[src/rtl/fetch_stage.sv]
// ---------------------------------------------------------------------------
// fetch_stage
//   Instruction fetch stage of the Filter-GPU core, upstream of control_unit.
//   Owns the program counter and drives a synchronous instruction memory
//   with a one-cycle read latency. It presents a registered instruction,
//   its valid flag and its address to decode. It also handles decode stalls,
//   taken-branch redirects (one bubble) and a HALT word. Once the HALT word
//   is seen, fetch freezes until reset.
//
// Optional feature macro: FETCH_PERF_CNT_EN
//   defined     -> fetch_count counts valid deliveries (saturating)
//   not defined -> fetch_count is tied to 0, no counter logic
//
// Parameters:
//   ADDR_W     instruction-memory word address width (PC wraps mod 2^ADDR_W)
//   INSTR_W    instruction word width
//   RESET_PC   PC loaded on reset
//   HALT_WORD  encoding that halts fetch
//
// Ports:
//   Clock          in   rising-edge clock
//   reset          in   synchronous, active-high
//   stall          in   decode cannot accept; hold outputs
//   branch_taken   in   redirect to branch_target, flush wrong-path word
//   branch_target  in   redirect address
//   imem_addr      out  combinational read address to instruction memory
//   imem_rdata     in   memory data for the address issued last cycle
//   Instr          out  registered instruction to decode
//   InstrValid     out  Instr is a real instruction (not a bubble)
//   InstrPC        out  address of Instr
//   halted         out  fetch frozen by HALT (FSM state visibility)
//   fetch_count    out  valid instructions delivered
//
// Handshake: decode consumes Instr on every edge where InstrValid=1 and
// stall=0. While stall=1 the outputs are held, and the word in flight is
// re-read from memory so that no instruction is lost or duplicated.
// ---------------------------------------------------------------------------
module fetch_stage #(
  parameter int                  ADDR_W    = 10,
  parameter int                  INSTR_W   = 28,
  parameter int                  RESET_PC  = 0,
  parameter logic [INSTR_W-1:0]  HALT_WORD = 28'hFFFFFFF
) (
  input  logic               Clock,
  input  logic               reset,
  input  logic               stall,
  input  logic               branch_taken,
  input  logic [ADDR_W-1:0]  branch_target,
  output logic [ADDR_W-1:0]  imem_addr,
  input  logic [INSTR_W-1:0] imem_rdata,
  output logic [INSTR_W-1:0] Instr,
  output logic               InstrValid,
  output logic [ADDR_W-1:0]  InstrPC,
  output logic               halted,
  output logic [31:0]        fetch_count
);

  localparam logic [ADDR_W-1:0] RESET_PC_A = ADDR_W'(RESET_PC);

  typedef enum logic {RUN = 1'b0, HALTED = 1'b1} state_t;

  state_t               state_q, state_d;
  logic [ADDR_W-1:0]    pc_q, pc_d;
  logic                 pend_valid_q, pend_valid_d;
  logic [ADDR_W-1:0]    pend_pc_q, pend_pc_d;
  logic [INSTR_W-1:0]   instr_q, instr_d;
  logic                 instr_valid_q, instr_valid_d;
  logic [ADDR_W-1:0]    instr_pc_q, instr_pc_d;

  // Read address. Under stall we re-issue pend_pc so the in-flight word is
  // still on imem_rdata when the stall releases.
  always_comb begin
    imem_addr = pc_q;
    if (reset) begin
      imem_addr = RESET_PC_A;
    end else if (branch_taken && (state_q == RUN)) begin
      imem_addr = branch_target;
    end else if (stall) begin
      imem_addr = pend_pc_q;
    end
  end

  // Next-state / next-register logic
  always_comb begin
    state_d       = state_q;
    pc_d          = pc_q;
    pend_valid_d  = pend_valid_q;
    pend_pc_d     = pend_pc_q;
    instr_d       = instr_q;
    instr_valid_d = instr_valid_q;
    instr_pc_d    = instr_pc_q;

    case (state_q)
      RUN: begin
        if (branch_taken) begin
          // Branch wins over stall. The word now arriving is wrong-path,
          // so it is dropped and a bubble goes out.
          pc_d          = branch_target + 1'b1;
          pend_pc_d     = branch_target;
          pend_valid_d  = 1'b1;
          instr_valid_d = 1'b0;
        end else if (!stall) begin
          instr_d       = imem_rdata;
          instr_valid_d = pend_valid_q;
          instr_pc_d    = pend_pc_q;
          pend_pc_d     = pc_q;
          pend_valid_d  = 1'b1;
          pc_d          = pc_q + 1'b1;
          if (pend_valid_q && (imem_rdata == HALT_WORD)) begin
            state_d = HALTED;
          end
        end
      end
      HALTED: begin
        // The HALT word stays visible while decode stalls. It then turns
        // into a bubble for good.
        pend_valid_d = 1'b0;
        if (!stall) begin
          instr_valid_d = 1'b0;
        end
      end
      default: state_d = RUN;
    endcase
  end

  always_ff @(posedge Clock) begin
    if (reset) begin
      state_q       <= RUN;
      pc_q          <= RESET_PC_A;
      pend_valid_q  <= 1'b0;
      pend_pc_q     <= '0;
      instr_q       <= '0;
      instr_valid_q <= 1'b0;
      instr_pc_q    <= '0;
    end else begin
      state_q       <= state_d;
      pc_q          <= pc_d;
      pend_valid_q  <= pend_valid_d;
      pend_pc_q     <= pend_pc_d;
      instr_q       <= instr_d;
      instr_valid_q <= instr_valid_d;
      instr_pc_q    <= instr_pc_d;
    end
  end

  assign Instr      = instr_q;
  assign InstrValid = instr_valid_q;
  assign InstrPC    = instr_pc_q;
  assign halted     = (state_q == HALTED);

`ifdef FETCH_PERF_CNT_EN
  logic        load_valid;
  logic [31:0] cnt_q;

  // Only non-stalled, non-branch RUN edges with a real pending word
  // load InstrValid=1.
  assign load_valid = (state_q == RUN) && !branch_taken && !stall && pend_valid_q;

  always_ff @(posedge Clock) begin
    if (reset) begin
      cnt_q <= '0;
    end else if (load_valid && (cnt_q != 32'hFFFF_FFFF)) begin
      cnt_q <= cnt_q + 32'd1;
    end
  end

  assign fetch_count = cnt_q;
`else
  assign fetch_count = '0;
`endif

endmodule

[config.mk]
export PLATFORM = sky130hd
export DESIGN_NAME = fetch_stage
export DESIGN_NICKNAME = d
export VERILOG_FILES = /design/src/rtl/fetch_stage.sv
export SDC_FILE = /design/constraint.sdc
export NUM_CORES = 1
export LEC_CHECK = 0
export ABC_AREA = 1
export BUFFER_PORTS_ARGS = -buffer_cell sky130_fd_sc_hd__buf_2
export CORE_UTILIZATION = 45
export DETAILED_ROUTE_END_ITERATION = 12
export PLACE_DENSITY = 0.87
export SLEW_MARGIN = 10
export SYNTH_ARGS = -nofsm -noshare
export SYNTH_HDL_FRONTEND = slang
export SYNTH_SLANG_ARGS = --single-unit
[constraint.sdc]
create_clock -name Clock -period 1.7 [get_ports Clock]
set_input_delay 0.255 -clock Clock [delete_from_list [all_inputs] [get_ports Clock]]
set_output_delay 0.255 -clock Clock [all_outputs]
set_load 0.01 [all_outputs]
======== Word level (Yosys, flattened, before mapping) ========
Cells that the tools add are included.
storage, ports and cells
  flip-flop bits (word level) ............. 61
  input port bits ......................... 42
cells by class
  add/sub/neg operators ................... 2
  equality and inequality tests ........... 4
  muxes and demuxes ....................... 17
  bitwise gates (word level) .............. 3
  reduce and logical (&&, ||, !) cells .... 5
operator list
  operator               count
  $mux 10                6
  $eq 28x28->1 const B   1
  $add 10x1->10 const B  2
  $mux 1                 9
  $pmux 1 s2             2
  $reduce_and 2->1       2
  $ne 3x3->1 const B     1
  $not 1->1              3
  $reduce_and 3->1       1
  $logic_and 1x1->1      2
  $ne 2x1->1 const B     1
  $ne 2x2->1 const B     1

======== Logic depth before layout (Yosys ltp) ========
Gate-level depths: netlist of run 1.
  depth in word-level cells ............... 6
  depth in mapped cells ................... 12
  gate-level depth less buffers ........... 11

======== Least setup slack after synthesis of run 1 ========
No wires, ideal clock.
  kind .................................... register to output
  from .................................... register state_q, in the netlist halted
  to ...................................... output imem_addr[9]
  arrival ................................. 1.213 ns
  data required time ...................... 1.445 ns
  setup slack ............................. 0.232 ns
  stages on the path, launching flop included .. 5
  path buffers ............................ 1
  cell sequence ........................... dfxtp_1 > nor2_4 > inv_1 > buf_2 > a211oi_1
between the ends
  word-level cells in the longest chain between the ends .. 4
ends and longest elaborated chain
  item                        line  source
  from (decl)                 62    state_t state_q, state_d;
  from (signal assigned)      136   state_q <= state_d;
  $not 1->1 (no source line)  -
  $logic_and 1x1->1           76    end else if (branch_taken && (state_q == RUN)) begin
  $mux 10                     76
  $mux 10                     74    if (reset) begin
  to (decl)                   49    output logic [ADDR_W-1:0] imem_addr,
No other way between the ends.

======== Final worst setup path of run 1 ========
  from .................................... register state_q, in the netlist halted
  to ...................................... output imem_addr[1]
The elaborated chain is that of the path after synthesis.

==> flow_summary.toml, run 1 <==
[setup_path]
cp_max_fo = 7
r2r_cells = 5
r2r-end = "Instr[7]"
arrival_ns = 1.50
cp_num_buf_inv = 2
endpoint = "imem_addr[1]"
critical_path.slowest_cell = "dfxtp_2"
cp_slowest_stage_delay_ns = 0.35
worstPathRequired_ns = 1.44
crit_cells = 4
worst-setup-path-type = "reg2out"
reg2reg_from = "halted"
worstPathCellList = "nor2_4 -> clkinvlp_4 -> a311oi_2 -> buf_2"
r2r_setup_slack_ns = 0.27
end_kind = "primary output"
crit_start = "halted"
startpoint_type = "flip-flop"
cpLargestDelayFamily = "buffers and inverters"

[synthesis]
synth_edf_count = 0
yosys_warnings = 0
syn_area_per_cell_sq_um = 7.23
synth_area_leaders = "dfxtp_1, nor2_1, buf_4"
synthCells = 434
synth-async-reset-ratio = 0
yosys.cell_count.top_type = "nor2_1"
netlist_area_sq_mm = 0.00314
yosys.area.top_type = "dfxtp_1"
synth-xor-area-share = 0.00837
synthTopCellsByCount = "nor2_1, dfxtp_1, nand2_1, o21ai_0, buf_4"
synth-seq-cells = 61
synth_top_area_frac = 0.389
synthMuxAreaShare = 0.00638
ys_types = 35
synth_compound_area_frac = 0.177
synth_fa_ha_area_frac = 0.00399
synth_top_family_by_area = "simple AND/OR/NAND/NOR gates"
synth-seq-area-share = 0.389
synthSimpleGateAreaFrac = 0.257
synth_ff_type = "dfxtp_1"

[global_route]
grt_util_all_layers = 0.216
antenna_found_initial = 0
grt_pass1_vias = 2885
overflow = 0
grt_max_degree = 40
grt_pass1_wl_um = 12700

[clocking]
cts_sinks = 61
cts-hold-fix-buffers = 0
ctsLongestPathBuffers = 2
tritoncts = "yes"
numCtsBuffers = 9
clk_pin_slew_worst_paths_ns = 0.07
clk_latency_ns = 0.33
cts_setup_buffers = 0
cts-root-buf = "clkbuf_8"
htreeDepth = 3

[hold_path]
hp-class = "in2reg"

[floorplan]
io_pins = 124
rows = 30
core_region_area_sq_mm = 0.00676
die_x_um = 85.5
dieArea_sq_mm = 0.00731
start_util = 0.464
die_h_um = 85.5

[cells_and_area]
drive_gt1_frac = 0.281
n_antenna_cell = 0
nets = 568
syn2layout_area_growth_pct = 20.0
n_fill_cell = 625

[sta]
tightest_slew_ns = 0.614
hold_viol = 0
grt_setup_unrepaired = "yes"
fin_worst_skew_ns = 0.00582
setup_total_negative_slack_ns = -0.162
setup_viol = 6
maxSlewViolCount = 0
max_freq_mhz = 570
min_period_over_period = 1.03
final.setup.worst_slack_ns = -0.0537
min_period_ns = 1.75
slew_headroom = 0.590

[drt]
vias = 3043
wirelength_um = 7600
drc = 0
vias_per_cell = 4.99
firstDrtPassIters = 4
wl_per_cell_um = 12.5
drt_iter0_markers = 227
ant_nets = 0

[place]
dp.final_hpwl_um = 5680
portBuffers = 91
gp_congestion = 0.944
dp_slack_ns = 0.0677

[power]
p_per_area_mw_per_mm2 = 974
power_mw = 3.67
vdd_drop_max_mv = 0.388
leakagePower_nw = 1.82

[run_status]
violations = "setup timing"
status = "finished, violations left"

[run]
max_cap_violations = 0
[routing by layer]
metal | routed length (um) | GRT usage
met1 | 3300 | 0.263
met2 | 3660 | 0.364
met4 | 250 | 0.118
met3 | 392 | 0.0366
met5 | 0 | 0
[how the worst min path moves through the flow]
stage | startpoint | endpoint | slack (ns) | cells after the start
after floorplan | imem_rdata[0] | Instr[0] | 0.40 | 2
after global placement | Instr[27] | Instr[27] | 0.46 | 2
after detailed placement | Instr[15] | Instr[15] | 0.47 | 2
after CTS | imem_rdata[23] | Instr[23] | 0.17 | 3
after global routing | imem_rdata[25] | Instr[25] | 0.20 | 3
final | imem_rdata[23] | Instr[23] | 0.17 | 3
[through the flow]
stage                     hold WS (ns)  cells   util  instance area (sq um)
after floorplan                  0.402    465      -                   3250
after global routing             0.200    610  0.557                   3760
after CTS                        0.170    610  0.555                   3750
final                            0.175    610  0.557                   3760
after global placement           0.458    593  0.519                   3510
after detailed placement         0.469    593  0.519                   3510
[power by group]
group,switching (mW),internal [mW],total (mW)
Sequential,0.0566,1.53,1.59
Clock,0.551,0.901,1.45
Combinational,0.396,0.232,0.627
[flip-flops by register name (all words and copies together) (netlist names)]
signal	flops
halted	1
pend_valid_q	1
pend_pc_q	10
InstrValid	1
InstrPC	10
pc_q	10
Instr	28
[repair_timing]
action                     CTS  global route
resized for setup            5             6
pin swaps                    2             0
setup endpoints to repair   10             9
gates cloned                 1             0
[cell families (layout without fill, tap and decap cells)]
logic type | count (synthesis) | in the layout
compound gates | 100 | 100
fa+ha+maj | 1 | 1
flops | 61 | 61
mux | 2 | 2
simple gates | 185 | 185
buf+inv | 81 | 146
xor+xnor | 3 | 3
other cells | 1 | 32
[cells in the final DEF, fill, tap and decap left out, types with 3 or more instances in the layout]
master / count
a21oi_1: 11
a31oi_1: 7
buf_2: 91
buf_4: 12
clkbuf_8: 11
conb_1: 32
dfxtp_1: 60
inv_1: 21
inv_2: 3
nand2_1: 48
nand2_2: 8
nand3_1: 10
nand4_1: 5
nor2_1: 101
nor2_2: 3
nor2_4: 3
o21ai_0: 44
o21ai_1: 27
[area by class of cell]
| class | count | area [sq um] | area share |
|---|---|---|---|
| sequential | 61 | 1220 | 0.325 |
| clock buffer | 12 | 155 | 0.0412 |
| timing repair inverter | 1 | 7.51 | 0.00199 |
| inverter | 26 | 104 | 0.0276 |
| timing repair buffer | 103 | 546 | 0.145 |
| tap | 80 | 100 | 0.0266 |
| multi-input combinational | 323 | 1560 | 0.414 |
| clock inverter | 4 | 70.1 | 0.0186 |
[worst min-delay path, stage by stage]
cell	delay, ns
buf_2	0.09
o21ai_1	0.06
nor2_1	0.07
Note: power is estimated with default switching activity, not from simulation.
==> inputs of run 2 (changes only) <==
CTS_BUF_LIST = sky130_fd_sc_hd__clkbuf_16   (was default)
==> run 2 against run 1 <==
The flow still finishes with violations (setup timing). Non-clock buffer count unchanged. Critical path depth unchanged. Critical path type unchanged. Worst setup slack worse by 0.0028 ns. Via count up 2.2%. Count of clock-buffer cells in the layout down 3. Sequential power about the same. Flip-flop and latch count unchanged.
==> flow_summary.toml, run 2 (same netlist as run 1, synthesis figures left out) <==
[global_route]
grt_pass1_vias = 2931
overflow = 0
grt_util_all_layers = 0.221
antenna_found_initial = 0
grt_pass1_wl_um = 12900
grt_max_degree = 40

[drt]
ant_nets = 0
vias_per_cell = 5.10
wl_per_cell_um = 12.7
wirelength_um = 7740
firstDrtPassIters = 5
vias = 3109
drc = 0
drt_iter0_markers = 226

[floorplan]
io_pins = 124
start_util = 0.464
dieArea_sq_mm = 0.00731
core_region_area_sq_mm = 0.00676
die_x_um = 85.5
die_h_um = 85.5
rows = 30

[setup_path]
cp_max_fo = 7
r2r-end = "Instr[7]"
reg2reg_from = "halted"
worstPathRequired_ns = 1.44
worst-setup-path-type = "reg2out"
r2r_setup_slack_ns = 0.28
worstPathCellList = "nor2_4 -> clkinvlp_4 -> a311oi_1 -> buf_2"
critical_path.slowest_cell = "dfxtp_2"
end_kind = "primary output"
arrival_ns = 1.50
cpLargestDelayFamily = "buffers and inverters"
cp_num_buf_inv = 2
startpoint_type = "flip-flop"
r2r_cells = 5
cp_slowest_stage_delay_ns = 0.35

[cells_and_area]
n_fill_cell = 610
layout_commonest_cell = "nor2_1"
largest_reg_flops = 28
syn2layout_area_growth_pct = 22.3
final_core_util = 0.568
n_antenna_cell = 0
final_cell_mix = "nor2_1, buf_2, dfxtp_1"
nets = 568
drive_gt1_frac = 0.274

[hold_path]
hold_start = "imem_rdata[23]"
hp-class = "in2reg"
worstHoldEndpoint = "Instr[23]"
whs_path_depth = 3

[sta]
tightest_slew_ns = 0.610
min_period_ns = 1.76
setup_viol = 4
slew_headroom = 0.593
whs_ns = 0.194
setup_total_negative_slack_ns = -0.155
max_freq_mhz = 569
min_period_over_period = 1.03
maxSlewViolCount = 0
final.setup.worst_slack_ns = -0.0565
fin_worst_skew_ns = 0.00560
grt_setup_unrepaired = "yes"
hold_viol = 0

[power]
power_mw = 4.07
leakagePower_nw = 1.85
p_per_area_mw_per_mm2 = 1060
vdd_drop_max_mv = 0.528

[clocking]
tritoncts = "yes"
cts-root-buf = "clkbuf_16"
clk_pin_slew_worst_paths_ns = 0.05
ctsLongestPathBuffers = 2
clk_latency_ns = 0.32
cts-hold-fix-buffers = 0
cts_sinks = 61
numCtsBuffers = 9
htreeDepth = 3

[place]
gp_congestion = 0.944
dp.final_hpwl_um = 5680
portBuffers = 91

[run_status]
status = "finished, violations left"
violations = "setup timing"

[run]
max_cap_violations = 0
run 2: cell count changes in the layout (fill, tap and decap cells not counted), moves of 2 or more:
| cell | previous run | this run |
|---|---|---|
| o21ai_1 | 27 | 25 |
| o21ai_0 | 44 | 46 |
| clkinv_1 | 0 | 2 |
| clkbuf_16 | 0 | 9 |
| clkbuf_8 | 11 | 0 |
run 2: layout make-up:
class / count / area (sq um) / area share
repair buffers: 103 / 546 / 0.142
inverters: 26 / 104 / 0.0271
well taps: 80 / 100 / 0.0261
repair inverters: 1 / 7.51 / 0.00196
clock buffers: 9 / 225 / 0.0587
multi-input cells: 323 / 1550 / 0.404
flip-flops and latches: 61 / 1220 / 0.319
clock inverters: 7 / 81.3 / 0.0212
run 2: per-layer routing:
metal  vias up  GRT usage  part of all wire
met4         0      0.124             0.033
met1      1393      0.263              0.41
li1       1541          -                 -
met2       150      0.370              0.49
met3        25     0.0472             0.068
met5         -          0                 0
run 2: power by group:
group | switching [mW] | internal [mW] | total [mW]
Combinational | 0.397 | 0.231 | 0.628
Clock | 0.597 | 1.26 | 1.86
Sequential | 0.0568 | 1.53 | 1.59
run 2: tightest hold or removal path, stage by stage:
cell and delay (ns):
buf_2 0.09, o21ai_1 0.06, nor2_1 0.07
run 2: worst max-delay path by stage:
stage               slack, ns  cells after the start          from            to
floorplan                0.23                      4        halted  imem_addr[9]
global placement         0.10                      7  branch_taken  imem_addr[9]
detailed placement       0.07                      7  branch_taken  imem_addr[9]
CTS                     -0.03                      4        halted  imem_addr[0]
global route            -0.11                      4        halted  imem_addr[1]
finish                  -0.06                      4        halted  imem_addr[1]
run 2: timing repair:
item | CTS | global route
cloned | 1 | 0
setup endpoints to repair | 9 | 10
setup buffers | 1 | 1
resized for setup | 4 | 3
pin swaps | 3 | 1
run 2: metrics by stage:
stage                     setup WS (ns)  cells  instance area [sq um]
after floorplan                   0.232    465                   3250
after global placement            0.102    593                   3510
after detailed placement         0.0677    593                   3510
after CTS                       -0.0255    611                   3840
after global routing             -0.105    610                   3840
final                           -0.0565    610                   3840
